--- config.mk ---
export PLATFORM = sky130hd
export DESIGN_NAME = ex_pipe
export DESIGN_NICKNAME = d
export VERILOG_FILES = /design/src/rtl/ex_pipe.sv
export SDC_FILE = /design/constraint.sdc
export NUM_CORES = 2
export LEC_CHECK = 0
export ABC_CLOCK_PERIOD_IN_PS = 18300
export CORE_MARGIN = 5
export CORE_UTILIZATION = 67
export DETAILED_ROUTE_END_ITERATION = 10
export GPL_ROUTABILITY_DRIVEN = 0
export GPL_TIMING_DRIVEN = 0
export PLACE_DENSITY = 0.85
export SYNTH_ARGS = -nofsm -noshare
export SYNTH_HDL_FRONTEND = slang
export SYNTH_SLANG_ARGS = --single-unit
--- constraint.sdc ---
create_clock -name clk -period 18.3 [get_ports clk]
set_input_delay 4.575 -clock clk [delete_from_list [all_inputs] [get_ports clk]]
set_output_delay 4.575 -clock clk [all_outputs]
set_load 0.005 [all_outputs]
--- src/rtl/ex_pipe.sv ---
// ex_pipe: multi-lane fixed-point e^x for the softmax path.
// Three registered stages per lane:
//   S1  optional saturating bias subtract, n = round(x / ln2)
//   S2  r = x - n*ln2, e_r = 1 + r + r^2/2
//   S3  scale e_r by 2^n, clamp to [0, 2^(DATA_W-1)-1]
//
// Handshake: a beat moves across any boundary on valid && ready. Stage k
// loads when stage k+1 is empty or advancing this cycle, so a full pipe
// streams one beat per cycle with no bubbles. in_ready is combinational
// from the stage valids and out_ready. A stalled stage holds data and tag.
module ex_pipe #(
  parameter int LANES  = 4,
  parameter int DATA_W = 8,
  parameter int FRAC_W = 6,
  parameter int TAG_W  = 4
) (
  input  logic                    clk,
  input  logic                    rst_n,
  input  logic                    in_valid,
  output logic                    in_ready,
  input  logic [LANES*DATA_W-1:0] in_data,
  input  logic [DATA_W-1:0]       in_bias,
  input  logic                    in_sub_en,
  input  logic [TAG_W-1:0]        in_tag,
  output logic                    out_valid,
  input  logic                    out_ready,
  output logic [LANES*DATA_W-1:0] out_data,
  output logic [TAG_W-1:0]        out_tag,
  output logic [LANES-1:0]        out_sat
);

  // Working widths: p holds x*INV_LN2, r is the reduced argument,
  // e_r carries the full r^2 term, s holds e_r shifted up by n.
  localparam int P_W  = 2*DATA_W + 2;
  localparam int N_W  = DATA_W;
  localparam int R_W  = DATA_W + 2;
  localparam int ER_W = 2*R_W;
  localparam int S_W  = ER_W + DATA_W;

  // Rounded fixed-point constants, computed in integer arithmetic.
  localparam longint SCALE     = longint'(1) << FRAC_W;
  localparam longint INV_LN2_L = (64'sd14426950 * SCALE + 64'sd5000000) / 64'sd10000000;
  localparam longint LN2_L     = (64'sd6931472 * SCALE + 64'sd5000000) / 64'sd10000000;

  localparam logic signed [P_W-1:0]    INV_LN2 = P_W'(INV_LN2_L);
  localparam logic signed [R_W-1:0]    LN2     = R_W'(LN2_L);
  localparam logic        [P_W-1:0]    P_HALF  = P_W'(1) << (2*FRAC_W - 1);
  localparam logic signed [ER_W-1:0]   ONE     = ER_W'(1) << FRAC_W;
  localparam logic signed [DATA_W-1:0] X_MAX   = {1'b0, {(DATA_W-1){1'b1}}};
  localparam logic signed [DATA_W-1:0] X_MIN   = {1'b1, {(DATA_W-1){1'b0}}};
  localparam logic signed [S_W-1:0]    S_MAX   = {{(S_W-DATA_W+1){1'b0}}, {(DATA_W-1){1'b1}}};
  localparam logic signed [N_W-1:0]    N_HI    = N_W'(DATA_W);
  localparam logic signed [N_W-1:0]    N_LO    = N_W'(-(DATA_W + 2));

  // Pipeline control
  logic v1, v2, v3;
  logic adv1, adv2, adv3;

  assign adv3      = out_ready || !v3;
  assign adv2      = !v2 || adv3;
  assign adv1      = !v1 || adv2;
  assign in_ready  = adv1;
  assign out_valid = v3;

  // Per-lane combinational results feeding each stage register
  logic signed [DATA_W-1:0] x_c   [LANES];
  logic signed [N_W-1:0]    n_c   [LANES];
  logic signed [ER_W-1:0]   er_c  [LANES];
  logic        [DATA_W-1:0] res_c [LANES];
  logic                     sat_c [LANES];

  // Stage registers
  logic signed [DATA_W-1:0] x1  [LANES];
  logic signed [N_W-1:0]    n1  [LANES];
  logic signed [ER_W-1:0]   er2 [LANES];
  logic signed [N_W-1:0]    n2  [LANES];
  logic [TAG_W-1:0]         tag1, tag2;

  for (genvar l = 0; l < LANES; l++) begin : g_lane
    logic signed [DATA_W-1:0] lane_x;
    logic signed [DATA_W:0]   diff;
    logic signed [DATA_W-1:0] x_sel;
    logic signed [P_W-1:0]    p;
    logic        [P_W-1:0]    p_mag;
    logic        [N_W-1:0]    q;
    logic signed [R_W-1:0]    r;
    logic signed [ER_W-1:0]   rr;
    logic signed [S_W-1:0]    er_ext;
    logic signed [S_W-1:0]    s;
    logic        [N_W-1:0]    sh;

    // S1: saturating bias subtract, then n = round-half-away(x * INV_LN2 / 2^2F)
    always_comb begin
      lane_x = in_data[l*DATA_W +: DATA_W];
      diff   = {lane_x[DATA_W-1], lane_x} - {in_bias[DATA_W-1], in_bias};
      x_sel  = lane_x;
      if (in_sub_en) begin
        if (diff[DATA_W] != diff[DATA_W-1]) begin
          x_sel = diff[DATA_W] ? X_MIN : X_MAX;
        end else begin
          x_sel = diff[DATA_W-1:0];
        end
      end
      p      = P_W'(x_sel) * INV_LN2;
      p_mag  = p[P_W-1] ? -p : p;
      q      = N_W'((p_mag + P_HALF) >> (2*FRAC_W));
      x_c[l] = x_sel;
      n_c[l] = p[P_W-1] ? -$signed(q) : $signed(q);
    end

    // S2: reduced argument and second-order polynomial for e^r
    always_comb begin
      r       = R_W'(x1[l]) - R_W'(n1[l]) * LN2;
      rr      = ER_W'(r) * ER_W'(r);
      er_c[l] = ONE + ER_W'(r) + (rr >>> (FRAC_W + 1));
    end

    // S3: scale by 2^n and clamp into the unsigned output range
    always_comb begin
      er_ext = S_W'(er2[l]);
      sh     = n2[l][N_W-1] ? N_W'(-n2[l]) : N_W'(n2[l]);
      s      = n2[l][N_W-1] ? (er_ext >>> sh) : (er_ext <<< sh);
      res_c[l] = s[DATA_W-1:0];
      sat_c[l] = 1'b0;
      if (n2[l] >= N_HI) begin
        res_c[l] = X_MAX;
        sat_c[l] = 1'b1;
      end else if (n2[l] <= N_LO) begin
        res_c[l] = '0;
      end else if (s[S_W-1]) begin
        res_c[l] = '0;
      end else if (s > S_MAX) begin
        res_c[l] = X_MAX;
        sat_c[l] = 1'b1;
      end
    end
  end

  // Stage valids, data and tags; each stage loads only when it may advance
  always_ff @(posedge clk or negedge rst_n) begin
    if (!rst_n) begin
      v1       <= 1'b0;
      v2       <= 1'b0;
      v3       <= 1'b0;
      tag1     <= '0;
      tag2     <= '0;
      out_tag  <= '0;
      out_data <= '0;
      out_sat  <= '0;
      for (int i = 0; i < LANES; i++) begin
        x1[i]  <= '0;
        n1[i]  <= '0;
        er2[i] <= '0;
        n2[i]  <= '0;
      end
    end else begin
      if (adv1) v1 <= in_valid;
      if (adv2) v2 <= v1;
      if (adv3) v3 <= v2;

      if (adv1 && in_valid) begin
        tag1 <= in_tag;
        for (int i = 0; i < LANES; i++) begin
          x1[i] <= x_c[i];
          n1[i] <= n_c[i];
        end
      end

      if (adv2 && v1) begin
        tag2 <= tag1;
        for (int i = 0; i < LANES; i++) begin
          er2[i] <= er_c[i];
          n2[i]  <= n1[i];
        end
      end

      if (adv3 && v2) begin
        out_tag <= tag2;
        for (int i = 0; i < LANES; i++) begin
          out_data[i*DATA_W +: DATA_W] <= res_c[i];
          out_sat[i]                   <= sat_c[i];
        end
      end
    end
  end

endmodule

==> metrics.yaml <==
status: "finished, final reports clean"
fmax_ghz: 0.0719
drt-initial-drc-count: 2842
clkSlewWorstSetupHoldPaths_ns: 0.07
fp-row-count: 88
ys_types: 104
post-synth-top-count-cell: "inv_1"
portBuffers: 89
synth_area_per_cell_sq_um: 8.35
synth_edf_count: 0
min_from: "tag2[1]"
maxSlewViolCount: 0
diodes: 0
cp.required_ns: 18.69
cts_tree: "built"
crit_path_frequent_cell: "a21o_1"
setup_tns_ns: 0
r2r-end: "er2[53]"
period_share: 0.760
fin_cells: 5583
ys_top_cells_by_count: "inv_1 (814), ha_1 (502), nand2_1 (409), fa_1 (390), nor2_1 (359)"
die-area_sq_um: 63300
ys_seq_elements: 203
fin_worst_skew_ns: 0.0152
start_kind: "input pin"
tightest_slew_ns: 1.30
slowest_delay_ns: 0.85
clkLatencyLatePin_ns: 0.55
cts-root-buf: "clkbuf_16"
antenna_left: 0
fp.dieH_microns: 252
h-tree-depth: 1
crit_fanout: 10
synth_area_leaders: "fa_1 (20%), ha_1 (16%), dfrtp_1 (13%), inv_1 (7.8%), xnor2_1 (4.1%)"
layout_min_cycle_time_ns: 13.91
synth_warnings: 0
dp.cells: 5539
start_util: 0.678
rr_worst_depth: 33
syn2layout_area_growth_pct: 6.96
drive_above_1_share: 0.0342
grt_first_pass_wirelength_microns: 164000
grt_max_degree: 122
yosysTopAreaCell: "fa_1"
dp.final_hpwl_microns: 79400
cts_resized: 0
via_count: 33773
holdCritPathClass: "register to register"
drv_cap: 0
critPathLaunch: "in_bias[1]"
io_pins: 91
hold_end: "out_tag[1]"
viasPerCell: 6.05
r2r_slack_ns: 8.06
fp.dieW_microns: 252
min_delay_path_depth: 2
post-cts-setup-buffer-count: 0
syn_inst: 4684
synth_area_sq_um: 39100
ctsHoldBuffers: 0
hold_violations: 0
setup_viol: 0
fin_nets: 5741
rsz0062_at_grt: "no"
grt_antenna_before_repair: 1
endpoint_kind: "register"
worst_path_max_delay_cell: "nor4_1"
async_reset_ff_frac: 1.00
ys_seq_area_frac: 0.130
cts_inserted_buffers: 24
synth_top_area_share: 0.200
relSlewSlack: 0.124
globalRouteTotalUtil: 0.309
core_area_sq_um: 57700
overflow: 0
wl_microns: 97900
clockBufferDepth: 3
first_pass_iters: 9
crit_arrival_ns: 14.30
grt_pass1_vias: 33970
synth_ff_type: "dfrtp_1"
critical_path_class: "input pin to register"
fill_cells: 4219
drc: 0
wl_per_cell_microns: 17.5
r2r-start: "n1[17]"
synth_nets: 5625
cts_sinks: 203
==> through the flow <==
stage	hold slack, ns	utilization	cell area [sq um]	setup WS [ns]
2_1_floorplan	0.433	-	39100	5.88
3_3_place_gp	0.444	0.710	40900	4.15
3_5_place_dp	0.451	0.710	41000	3.99
4_1_cts	0.466	0.725	41800	4.50
5_1_grt	0.502	0.725	41800	3.76
6_report	0.467	0.725	41800	4.39
==> flip-flops by register name, indices dropped and copies added (netlist names) <==
signal,cells
er2,56
n1,32
n2,32
out_data,32
x1,32
out_sat,4
out_tag,4
tag1,4
tag2,4
out_valid,1
v1,1
v2,1
==> layer usage <==
metal	share of wire	track usage
met2	0.48	0.526
met1	0.41	0.405
met4	0.041	0.111
met3	0.078	0.0436
met5	0.00013	0
==> how the worst max path moves through the flow <==
stage / to / slack (ns) / depth (start not counted)
after global routing: n1[30] / 3.76 / 37
after detailed placement: n1[30] / 3.99 / 37
after CTS: n1[30] / 4.50 / 37
after global placement: n1[30] / 4.15 / 37
after floorplan: n1[19] / 5.88 / 39
final: n1[30] / 4.39 / 37
==> cell usage in the layout (no fill, tap or decap), drive strengths merged, types with 39 or more instances in the layout <==
cell / netlist / layout
dfrtp: 203 / 203
and2: 56 / 56
a21o: 79 / 79
clkbuf: 135 / 168
nand2b: 47 / 47
nand2: 409 / 409
nand3: 39 / 39
mux2: 60 / 60
o21bai: 47 / 47
nor2: 363 / 363
mux2i: 77 / 77
o21ai: 269 / 269
ha: 502 / 502
fa: 390 / 390
inv: 816 / 816
a21oi: 207 / 207
nor3: 97 / 97
a31oi: 43 / 43
a211oi: 54 / 54
clkdlybuf4s50: 0 / 88
xnor2: 186 / 186
nor2b: 54 / 54
xor2: 93 / 93
==> critical path, delay by kind of cell <==
| kind | cells | cell delay (ns) |
|---|---|---|
| AOI/OAI and AO/OA | 12 | 2.85 |
| adders and majority gates | 8 | 2.68 |
| and+or+nand+nor | 5 | 1.68 |
| buffers and inverters | 8 | 1.67 |
| xor gates and xnor gates | 4 | 0.84 |
==> kinds of logic (layout without fill, tap and decap cells) <==
kind of cell | Yosys count | in the layout | share of synthesized area
mux | 149 | 149 | 0.0442
simple gates | 1189 | 1189 | 0.140
fa+ha+maj | 900 | 900 | 0.362
compound gates | 974 | 974 | 0.163
xor+xnor | 283 | 283 | 0.0652
flops | 203 | 203 | 0.130
buf+inv | 986 | 1120 | 0.0951
==> layout make-up <==
cell class / instances / area (sq um) / share of cell area
timing repair buffer: 90 / 923 / 0.0221
multi-input combinational: 3495 / 30300 / 0.725
buffer: 162 / 623 / 0.0149
sequential: 203 / 5080 / 0.121
inverter: 824 / 3090 / 0.0740
clock inverter: 11 / 145 / 0.00347
tap: 765 / 957 / 0.0229
clock buffer: 33 / 696 / 0.0166
Power is not shown: default switching activity piles up to over one toggle a cycle in this logic, so the estimate is an artifact.
